`config.mk`:
```
export PLATFORM = sky130hd
export DESIGN_NAME = uart_rx_byte
export DESIGN_NICKNAME = d
export VERILOG_FILES = /design/src/rtl/uart_rx_byte.sv
export SDC_FILE = /design/constraint.sdc
export NUM_CORES = 1
export LEC_CHECK = 0
export ABC_AREA = 1
export CAP_MARGIN = 20
export CORE_MARGIN = 1.5
export CORE_UTILIZATION = 55
export DETAILED_ROUTE_END_ITERATION = 12
export PLACE_DENSITY = 0.86
export SYNTH_ARGS = -nofsm -noshare
export SYNTH_HDL_FRONTEND = slang
export SYNTH_SLANG_ARGS = --single-unit
```
`constraint.sdc`:
```
create_clock -name clk -period 2.07 [get_ports clk]
set_clock_uncertainty 0.15 [all_clocks]
set_input_delay 0.207 -clock clk [delete_from_list [all_inputs] [get_ports clk]]
set_output_delay 0.207 -clock clk [all_outputs]
set_load 0.02 [all_outputs]
```
`src/rtl/uart_rx_byte.sv`:
```
// 8N1 UART receiver: synchronises rx, samples each bit at its midpoint and
// holds the received byte behind a valid/ack handshake with framing/overrun flags.
//
// state | meaning
// IDLE  | line idle, waiting for a falling edge on rx_s
// START | counting to mid start bit to confirm it is still low
// DATA  | sampling 8 data bits, LSB first, one per bit period
// STOP  | waiting for mid stop bit; high accepts the byte, low is a framing error
// BREAK | stop bit was low, waiting for the line to return high
module uart_rx_byte #(
    parameter int CLKS_PER_BIT = 256
) (
    input  logic       clk,
    input  logic       reset,
    input  logic       rx,
    input  logic       ack,
    output logic [7:0] data,
    output logic       valid,
    output logic       frame_err,
    output logic       overrun,
    output logic       busy
);

    localparam int HALF_BIT = CLKS_PER_BIT / 2;
    localparam int CW       = $clog2(CLKS_PER_BIT);
    localparam logic [CW-1:0] HALF_LAST = CW'(HALF_BIT - 1);
    localparam logic [CW-1:0] BIT_LAST  = CW'(CLKS_PER_BIT - 1);

    typedef enum logic [2:0] {IDLE, START, DATA, STOP, BREAK} state_t;

    state_t        state;
    logic [CW-1:0] cnt;
    logic [2:0]    bit_idx;
    logic [7:0]    shift;
    logic          rx_m;
    logic          rx_s;
    logic          stop_done;
    logic          accept;

    // Both synchroniser flops reset high so a reset never fakes a start edge.
    always_ff @(posedge clk) begin
        if (reset) begin
            rx_m <= 1'b1;
            rx_s <= 1'b1;
        end else begin
            rx_m <= rx;
            rx_s <= rx_m;
        end
    end

    assign stop_done = (state == STOP) && (cnt == BIT_LAST);
    assign accept    = stop_done && rx_s;
    assign busy      = (state != IDLE);

    always_ff @(posedge clk) begin
        if (reset) begin
            state     <= IDLE;
            cnt       <= '0;
            bit_idx   <= '0;
            shift     <= '0;
            data      <= '0;
            valid     <= 1'b0;
            frame_err <= 1'b0;
            overrun   <= 1'b0;
        end else begin
            case (state)
                IDLE: begin
                    if (!rx_s) begin
                        state <= START;
                        cnt   <= '0;
                    end
                end
                START: begin
                    if (cnt == HALF_LAST) begin
                        cnt     <= '0;
                        bit_idx <= '0;
                        state   <= rx_s ? IDLE : DATA;
                    end else begin
                        cnt <= cnt + 1'b1;
                    end
                end
                DATA: begin
                    if (cnt == BIT_LAST) begin
                        cnt     <= '0;
                        shift   <= {rx_s, shift[7:1]};
                        bit_idx <= bit_idx + 1'b1;
                        if (bit_idx == 3'd7) state <= STOP;
                    end else begin
                        cnt <= cnt + 1'b1;
                    end
                end
                STOP: begin
                    if (cnt == BIT_LAST) begin
                        cnt   <= '0;
                        state <= rx_s ? IDLE : BREAK;
                    end else begin
                        cnt <= cnt + 1'b1;
                    end
                end
                BREAK: begin
                    if (rx_s) state <= IDLE;
                end
                default: state <= IDLE;
            endcase

            // An ack coinciding with a completed byte frees the register for it.
            if (accept && (!valid || ack)) begin
                data    <= shift;
                valid   <= 1'b1;
                overrun <= 1'b0;
            end else if (accept) begin
                overrun <= 1'b1;
            end else if (ack && valid) begin
                valid   <= 1'b0;
                overrun <= 1'b0;
            end

            if (stop_done && !rx_s) frame_err <= 1'b1;
        end
    end

endmodule
```
# [Word-level counts from Yosys, hierarchy flattened]
# Index checks and enable logic that the tools add are counted.
[totals] out_inout_bits=12 wordCells=67 register_bits=35 in_bits=4
[classes] n_addsub=2 n_eq_ne=14 mux=20 n_reduce_logical=21
[ops] cell="2-to-1 mux 3 bit" count=9
[ops] cell="2-to-1 mux 8 bit" count=3
[ops] cell="one-hot mux 8 bit (3 select lines)" count=1
[ops] cell="one-hot mux 3 bit (5 select lines)" count=1
[ops] cell="inequality test 2 bit (second input constant)" count=5
[ops] cell="adder 8 x 1 -> 8 bit (second input constant)" count=1
[ops] cell="equality test 8 x 7 -> 1 bit (second input constant)" count=1
[ops] cell="equality test 8 bit (second input constant)" count=1
[ops] cell="equality test 3 x 2 -> 1 bit (second input constant)" count=2
[ops] cell="equality test 3 bit (second input constant)" count=2
[ops] cell="one-hot mux 3 bit (2 select lines)" count=1
[ops] cell="AND reduction 2 bit" count=3
[ops] cell="AND reduction 6 bit" count=1
[ops] cell="nonzero test 2 bit" count=3
[ops] cell="nonzero test 3 bit" count=2
[ops] cell="logical AND 1 bit" count=5
[ops] cell="2-to-1 mux 1 bit" count=4
[ops] cell="inequality test 2 x 1 -> 1 bit (second input constant)" count=2
[ops] cell="OR reduction 2 bit" count=2
[ops] cell="adder 3 x 1 -> 3 bit (second input constant)" count=1
[ops] cell="equality test 3 x 1 -> 1 bit (second input constant)" count=1
[ops] cell="zero test 3 bit" count=1
[ops] cell="AND reduction 3 bit" count=1
[ops] cell="zero test 1 bit" count=2
[ops] cell="2 further kinds" count=2

# [Longest topological paths before layout]
# Gate-level depths: netlist of run 1.
[depth] ltp_word=6 depth_mapped=10 ltp_nobuf=10

# [Worst setup path after synthesis of run 1]
# No wires, ideal clock.
[synth_path] kind="flip-flop to flip-flop" start="reg cnt[0]" end="reg shift[7]" stages_incl_launch_ff=10 required_time_ns=1.800 setup_time_ns=0.120 period_less_slack_ns=1.593 slack_ns=0.477 t_arrival_ns=1.323 n_path_buf=0 path_cell_list="dfxtp_1 > ha_1 > nand2_1 > nor2_4 > nand2_2 > clkinv_4 > nand2_4 > clkinv_1 > o21ai_0 > a21oi_1"
[synth_between] elab_chain_len=2
[synth_lines] item="start: declaration" line="32" source="logic [CW-1:0] cnt;"
[synth_lines] item="start signal: assignment" line="79" source="cnt <= cnt + 1'b1;"
[synth_lines] item="start signal: assignment" line="89" source="cnt <= cnt + 1'b1;"
[synth_lines] item="start signal: assignment" line="97" source="cnt <= cnt + 1'b1;"
[synth_lines] item="equality test 8 bit" line="83" source="if (cnt == BIT_LAST) begin"
[synth_lines] item="AND reduction 2 bit (no line)"
[synth_lines] item="end signal: assignment" line="85" source="shift <= {rx_s, shift[7:1]};"
[synth_lines] item="end: declaration" line="34" source="logic [7:0] shift;"
# Every way passes these cells.
# A chain may end at the register's enable or synchronous reset.

# [Worst setup path after layout of run 1]
[layout_path] start="reg state[1]" end="out busy"
[layout_between] elab_chain_len=1
[layout_lines] item="start: declaration" line="31" source="state_t state;"
[layout_lines] item="start signal: assignment" line="77" source="state <= rx_s ? IDLE : DATA;"
[layout_lines] item="start signal: assignment" line="95" source="state <= rx_s ? IDLE : BREAK;"
[layout_lines] item="nonzero test 3 bit" line="53" source="assign busy = (state != IDLE);"
[layout_lines] item="end: declaration" line="21" source="output logic busy"
# Every way passes these cells.

==> results of run 1 <==
==> per-layer routing <==
layer	wire length [um]	part of all wire, %	vias up
met5	0	0	-
met4	78	2.7	0
met3	156	5.4	7
met2	1290	44	35
met1	1380	48	590
li1	-	-	747
==> how the worst max path moves through the flow <==
stage               depth (start not counted)        to      from
CTS                                         3      busy  state[1]
global route                                3      busy  state[1]
floorplan                                   9  shift[7]    cnt[0]
finish                                      3      busy  state[1]
detailed placement                          9  shift[7]    cnt[0]
global placement                            9  shift[7]    cnt[0]
==> area by class of cell <==
class | count | area [sq um]
inverters | 25 | 98.8
fillers | 234 | 890
flip-flops and latches | 35 | 701
clock buffers | 6 | 41.3
repair buffers | 17 | 165
multi-input cells | 160 | 763
clock inverters | 2 | 60.1
well taps | 31 | 38.8
==> power groups by stage <==
| stage | Clock [mW] | Sequential (mW) | Combinational [mW] |
|---|---|---|---|
| CTS | 0.616 | 0.766 | 0.442 |
| global placement | 0 | 0.780 | 0.430 |
| finish | 0.606 | 0.766 | 0.443 |
| detailed placement | 0 | 0.781 | 0.440 |
| floorplan | 0 | 0.772 | 0.351 |
| global route | 0.647 | 0.774 | 0.505 |
==> cells by family after synthesis <==
kind of cell	count (synthesis)	synth area share, %
compound gates	24	7.82
xor+xnor	4	2.19
simple gates	129	35.3
fa+ha+maj	3	2.35
flops	35	43.8
buf+inv	30	8.52
==> worst max-delay path: cells and delay by family, from the launching register on <==
| family | cells | cell delay, ps |
|---|---|---|
| flops | 1 | 360 |
| simple gates | 2 | 380 |
| buf+inv | 1 | 550 |
==> state kept, by name, summed over array words and instances, names as in the netlist <==
signal	count
state	3
shift	8
cnt	8
rx_s	1
bit_idx	3
valid	1
rx_m	1
overrun	1
data	8
frame_err	1
==> cell usage in the layout (no fill, tap or decap) <==
cell,count
a21oi_1,12
a31oi_1,1
buf_4,2
bufinv_16,2
clkbuf_1,1
clkbuf_4,5
clkdlybuf4s50_1,15
clkinv_1,1
clkinv_4,1
dfxtp_1,35
ha_1,3
inv_1,22
inv_2,1
nand2_1,51
nand2_2,3
nand2_4,1
nand3_1,13
nand4_1,3
nand4_4,1
nor2_1,49
nor2_2,2
nor2_4,1
nor3_1,1
nor3b_1,1
o21ai_0,10
o21ai_2,1
or2_2,3
xnor2_1,1
xor2_1,3
==> per-stage QoR <==
step                      total power [mW]  util, %  cell area [sq um]  instances  setup slack [ps]
after global placement                1.21     64.1               1770        268               382
after CTS                             1.82     67.7               1870        276               100
after detailed placement              1.22     64.1               1770        268               323
after floorplan                       1.12        -               1600        225               477
final                                 1.82     67.7               1870        276               105
after global routing                  1.93     67.7               1870        276              10.1
==> flow_metrics.py, run 1 <==
metrics = {
    "run_status": {
        "status": "finished, final reports clean",
    },
    "logic_synthesis": {
        "synth_area_leaders": "dfxtp_1 44%, nand2_1 12%, nor2_1 11%, inv_1 5.2%, nand3_1 4.1%",
        "syn-cell-area_sq_um": 1600,
        "synth_top_area_cell": "dfxtp_1",
        "synthTopCellsByCount": "51 x nand2_1, 49 x nor2_1, 35 x dfxtp_1, 22 x inv_1, 13 x nand3_1",
        "async_reset_ff_share_pct": 0,
        "syn_area_per_cell_sq_um": 7.11,
        "yosys_warnings": 0,
        "yosysSeqAreaShare_pct": 43.8,
        "synth_edf_count": 0,
        "synth.most_common_cell": "nand2_1",
        "yosysUniqueCellTypes": 28,
        "synth_nets": 232,
        "ys_ff_latch": 35,
        "syn-instance-count": 225,
        "synthFlopType": "dfxtp_1",
        "synth_top_area_share_pct": 43.8,
    },
    "setup_path": {
        "crit_path_end_kind": "output pin",
        "criticalPathCategory": "reg2out",
        "startpoint_type": "flip-flop",
        "rrSetupSlack_ps": 300,
        "cpPeakStageDelay_ps": 550,
        "cp_slowest_cell": "clkdlybuf4s50_1",
        "timing.rr.end": "cnt[7]",
        "arrival_ps": 1610,
        "cp.required_ps": 1710,
        "critPathMaxFanout": 5,
        "crit_chain": "nor2_1 > nand2_1 > clkdlybuf4s50_1",
        "r2r_cells": 8,
        "reg2reg_from": "cnt[0]",
    },
    "drt": {
        "wl_per_cell_um": 10.5,
        "route.detailed.drc": 0,
        "via_per_inst": 5.00,
        "vias": 1379,
        "drt_pre_antenna_iters": 4,
        "drt_iter0_markers": 37,
        "totalWireLength_um": 2900,
        "postRouteAntennaNets": 0,
    },
    "min_path": {
        "min_to": "rx_s",
        "hold_depth": 1,
        "hp-class": "reg2reg",
        "hold_path.startpoint": "rx_m",
    },
    "finish": {
        "drive_gt1_share_pct": 9.39,
        "syn2layout_area_growth_pct": 16.7,
        "nets": 251,
        "diodes": 0,
    },
    "place": {
        "gp_congestion": 0.806,
        "place_hpwl_um": 2060,
        "port_buffers": 15,
    },
    "global_routing": {
        "grtUsageMet3_pct": 7.48,
        "grtUsageMet1_pct": 25.1,
        "busiest_layer": "met2",
        "grt_usage_pct": 20.8,
        "grt_pass1_wl_um": 5200,
        "antenna_found_initial": 0,
        "grt_pass1_vias": 1265,
        "grt_max_degree": 24,
        "overflow": 0,
        "gr-usage-met2_pct": 32.7,
    },
    "power_and_ir_drop": {
        "seqPwrFrac_pct": 42.2,
        "cellLeakagePower_nw": 0.848,
        "peakVddDrop_mv": 0.876,
        "switching_share_pct": 30.5,
        "p_int_mw": 1.26,
        "clkPwrFrac_pct": 33.4,
        "comb_power_share_pct": 24.4,
        "power.density_nw_per_um2": 972,
        "switchingPower_uw": 553,
    },
    "floorplan": {
        "die-area_sq_um": 3240,
        "core_sq_um": 2760,
        "std_cell_rows": 19,
        "fp.dieH_um": 56.9,
        "io-pin-count": 16,
        "die_width_um": 56.9,
        "start_util_pct": 58.0,
    },
    "clock_tree": {
        "post_cts_buffers": 0,
        "clock_latency_ps": 340,
        "ctsHoldBuffers": 0,
        "htreeDepth": 2,
        "cts_buffers": 5,
        "cts_sinks": 35,
        "root_buffer": "clkbuf_4",
        "cts_max_path_buffers": 2,
        "clk_pin_slew_ps": 90,
        "ctsResizeCount": 0,
        "tritoncts": "yes",
    },
    "timing": {
        "rsz0062_at_grt": "false",
        "slew_headroom_pct": 75.3,
        "finalCriticalPeriod_ps": 1970,
        "hold_slack_ps": 265,
        "max_freq_mhz": 509,
        "slew_violations": 0,
        "hold_viol": 0,
        "worst_pin_slew_ps": 370,
        "finalSetupTns_ps": 0,
        "post-route-period-util_pct": 95.0,
        "setup_violations": 0,
    },
    "job": {
        "maxCapViolations": 0,
    },
}
(Power assumes the default switching activity.)
==> run 2, diff against run 1 <==
--- a/config.mk
+++ b/config.mk
@@ -10,7 +10,9 @@
 export CORE_MARGIN = 1.5
 export CORE_UTILIZATION = 55
 export DETAILED_ROUTE_END_ITERATION = 12
+export HOLD_SLACK_MARGIN = 0.06
 export PLACE_DENSITY = 0.86
+export SETUP_SLACK_MARGIN = 0.1
 export SYNTH_ARGS = -nofsm -noshare
 export SYNTH_HDL_FRONTEND = slang
 export SYNTH_SLANG_ARGS = --single-unit
==> constraint.sdc (replaced) <==
create_clock -name clk -period 2.07 [get_ports clk]
set_clock_uncertainty 0.15 [all_clocks]
set_input_delay 0.5175 -clock clk [delete_from_list [all_inputs] [get_ports clk]]
set_output_delay 0.5175 -clock clk [all_outputs]
set_load 0.02 [all_outputs]
==> run 2 against run 1 <==
  * Combinational power grew 2%
  * Via count up 0.22%
  * Count of clock-buffer cells in the layout unchanged
  * Register-to-register slack got worse by 40 ps
  * Sequential share of layout area up 0.53 points
  * Power down 12%
  * Hold slack improved by 13 ps
  * Critical endpoint unchanged
  * Largest cell class unchanged
==> flow_metrics.py, run 2 (same netlist as run 1, synthesis figures left out) <==
metrics = {
    "floorplan": {
        "die-area_sq_um": 3240,
        "fp.dieH_um": 56.9,
        "std_cell_rows": 19,
        "die_width_um": 56.9,
        "core_sq_um": 2760,
        "io-pin-count": 16,
        "start_util_pct": 58.0,
    },
    "clock_tree": {
        "cts_sinks": 35,
        "post_cts_buffers": 0,
        "clock_latency_ps": 340,
        "root_buffer": "clkbuf_4",
        "htreeDepth": 2,
        "cts_max_path_buffers": 2,
        "tritoncts": "yes",
        "clk_pin_slew_ps": 100,
        "cts_buffers": 5,
    },
    "drt": {
        "route.detailed.drc": 0,
        "drt_pre_antenna_iters": 5,
        "postRouteAntennaNets": 0,
        "via_per_inst": 5.01,
        "wl_per_cell_um": 10.4,
        "totalWireLength_um": 2870,
        "vias": 1382,
        "drt_iter0_markers": 26,
    },
    "finish": {
        "diodes": 0,
        "nets": 251,
        "fillers": 237,
        "drive_gt1_share_pct": 10.2,
        "multiInputGateArea_sq_um": 771,
        "mostFrequentLayoutCell": "nand2_1",
        "fin_area_sq_um": 1850,
        "syn2layout_area_growth_pct": 15.3,
        "layout_common_cells": "51 x nand2_1, 48 x nor2_1, 34 x dfxtp_1",
        "final_cells": 276,
        "fin_util_pct": 66.9,
        "reg_top3": "cnt x8, data x8, shift x8",
        "ff_latch_area_sq_um": 702,
    },
    "timing": {
        "hold_viol": 0,
        "slew_headroom_pct": 75.1,
        "post-route-period-util_pct": 91.9,
        "finalSetupTns_ps": 0,
        "slew_violations": 0,
        "max_freq_mhz": 526,
        "rsz0062_at_grt": "false",
        "setup_violations": 0,
        "worst_pin_slew_ps": 374,
        "finalCriticalPeriod_ps": 1900,
    },
    "power_and_ir_drop": {
        "power.density_nw_per_um2": 861,
        "cellLeakagePower_nw": 0.956,
        "peakVddDrop_mv": 0.735,
        "total_power_mw": 1.59,
    },
    "setup_path": {
        "crit_path_end_kind": "output pin",
        "crit_chain": "nor2_4 > nand2_1 > dlygate4sd2_1",
        "criticalPathCategory": "reg2out",
        "cp_slowest_cell": "dfxtp_1",
        "path_buf_inv": 1,
        "cpPeakStageDelay_ps": 380,
        "arrival_ps": 1240,
        "startpoint_type": "flip-flop",
        "crit_family": "flip-flops",
        "cp.required_ps": 1400,
        "critPathMaxFanout": 5,
    },
    "global_routing": {
        "overflow": 0,
        "grt_pass1_wl_um": 4930,
        "grt_pass1_vias": 1199,
        "antenna_found_initial": 0,
        "grt_max_degree": 24,
        "grt_usage_pct": 19.4,
    },
    "place": {
        "placed_area_sq_um": 1780,
        "dpl.cell_count": 268,
        "gp_congestion": 0.822,
        "port_buffers": 15,
        "place_hpwl_um": 2040,
    },
    "run_status": {
        "status": "finished, final reports clean",
    },
    "min_path": {
        "hp-class": "reg2reg",
    },
    "job": {
        "maxCapViolations": 0,
    },
}
[run 2: where the power goes]
group / switching (mW) / leakage [nW] / total [mW] / internal (mW)
sequential: 0.0507 / 0.284 / 0.776 / 0.726
combinational: 0.293 / 0.644 / 0.453 / 0.160
clock: 0.229 / 0.0282 / 0.359 / 0.131
total: 0.572 / 0.956 / 1.59 / 1.02
[run 2: repair_timing]
item,in CTS,in global routing
gates resized for setup,9,6
endpoints found under the setup margin,7,6
hold endpoints to repair,0,0
hold buffers,0,0
cloned,0,0
[run 2: stage by stage]
stage,hold WS (ps),worst slack [ps]
finish,278,167
global placement,243,185
CTS,280,101
global route,295,115
floorplan,239,477
detailed placement,253,179
[run 2: worst paths after layout]
path              slack (ps)       end  startpoint  depth (start not counted)
hold reg to reg          280      rx_s        rx_m                          1
setup / recovery         170      busy    state[1]                          3
setup reg to reg         260  shift[7]      cnt[0]                          9
hold / removal           280      rx_s        rx_m                          1
[run 2: layout make-up]
class                      count  share of cell area (%)
clock inverter                 2                   0.678
multi-input combinational    160                    41.8
inverter                      25                    5.36
timing repair buffer          17                    9.83
clock buffer                   6                    2.24
tap                           31                    2.10
sequential                    35                    38.0
[run 2: routing by layer]
| layer | global-route usage (%) | wire length [um] |
|---|---|---|
| met1 | 24.8 | 1360 |
| met5 | 0 | 0 |
| met3 | 6.35 | 130 |
| met2 | 29.9 | 1330 |
| met4 | 8.64 | 54 |
[run 2: worst reg2reg max path, cell delays in order (launching register included)]
cell and delay, ps:
dfxtp_1 350, ha_1 210, nand2_1 140, nor2_4 60
nand2_2 120, clkinv_4 90, nand2_4 110, clkinv_1 220
o21ai_0 210, a21oi_1 50
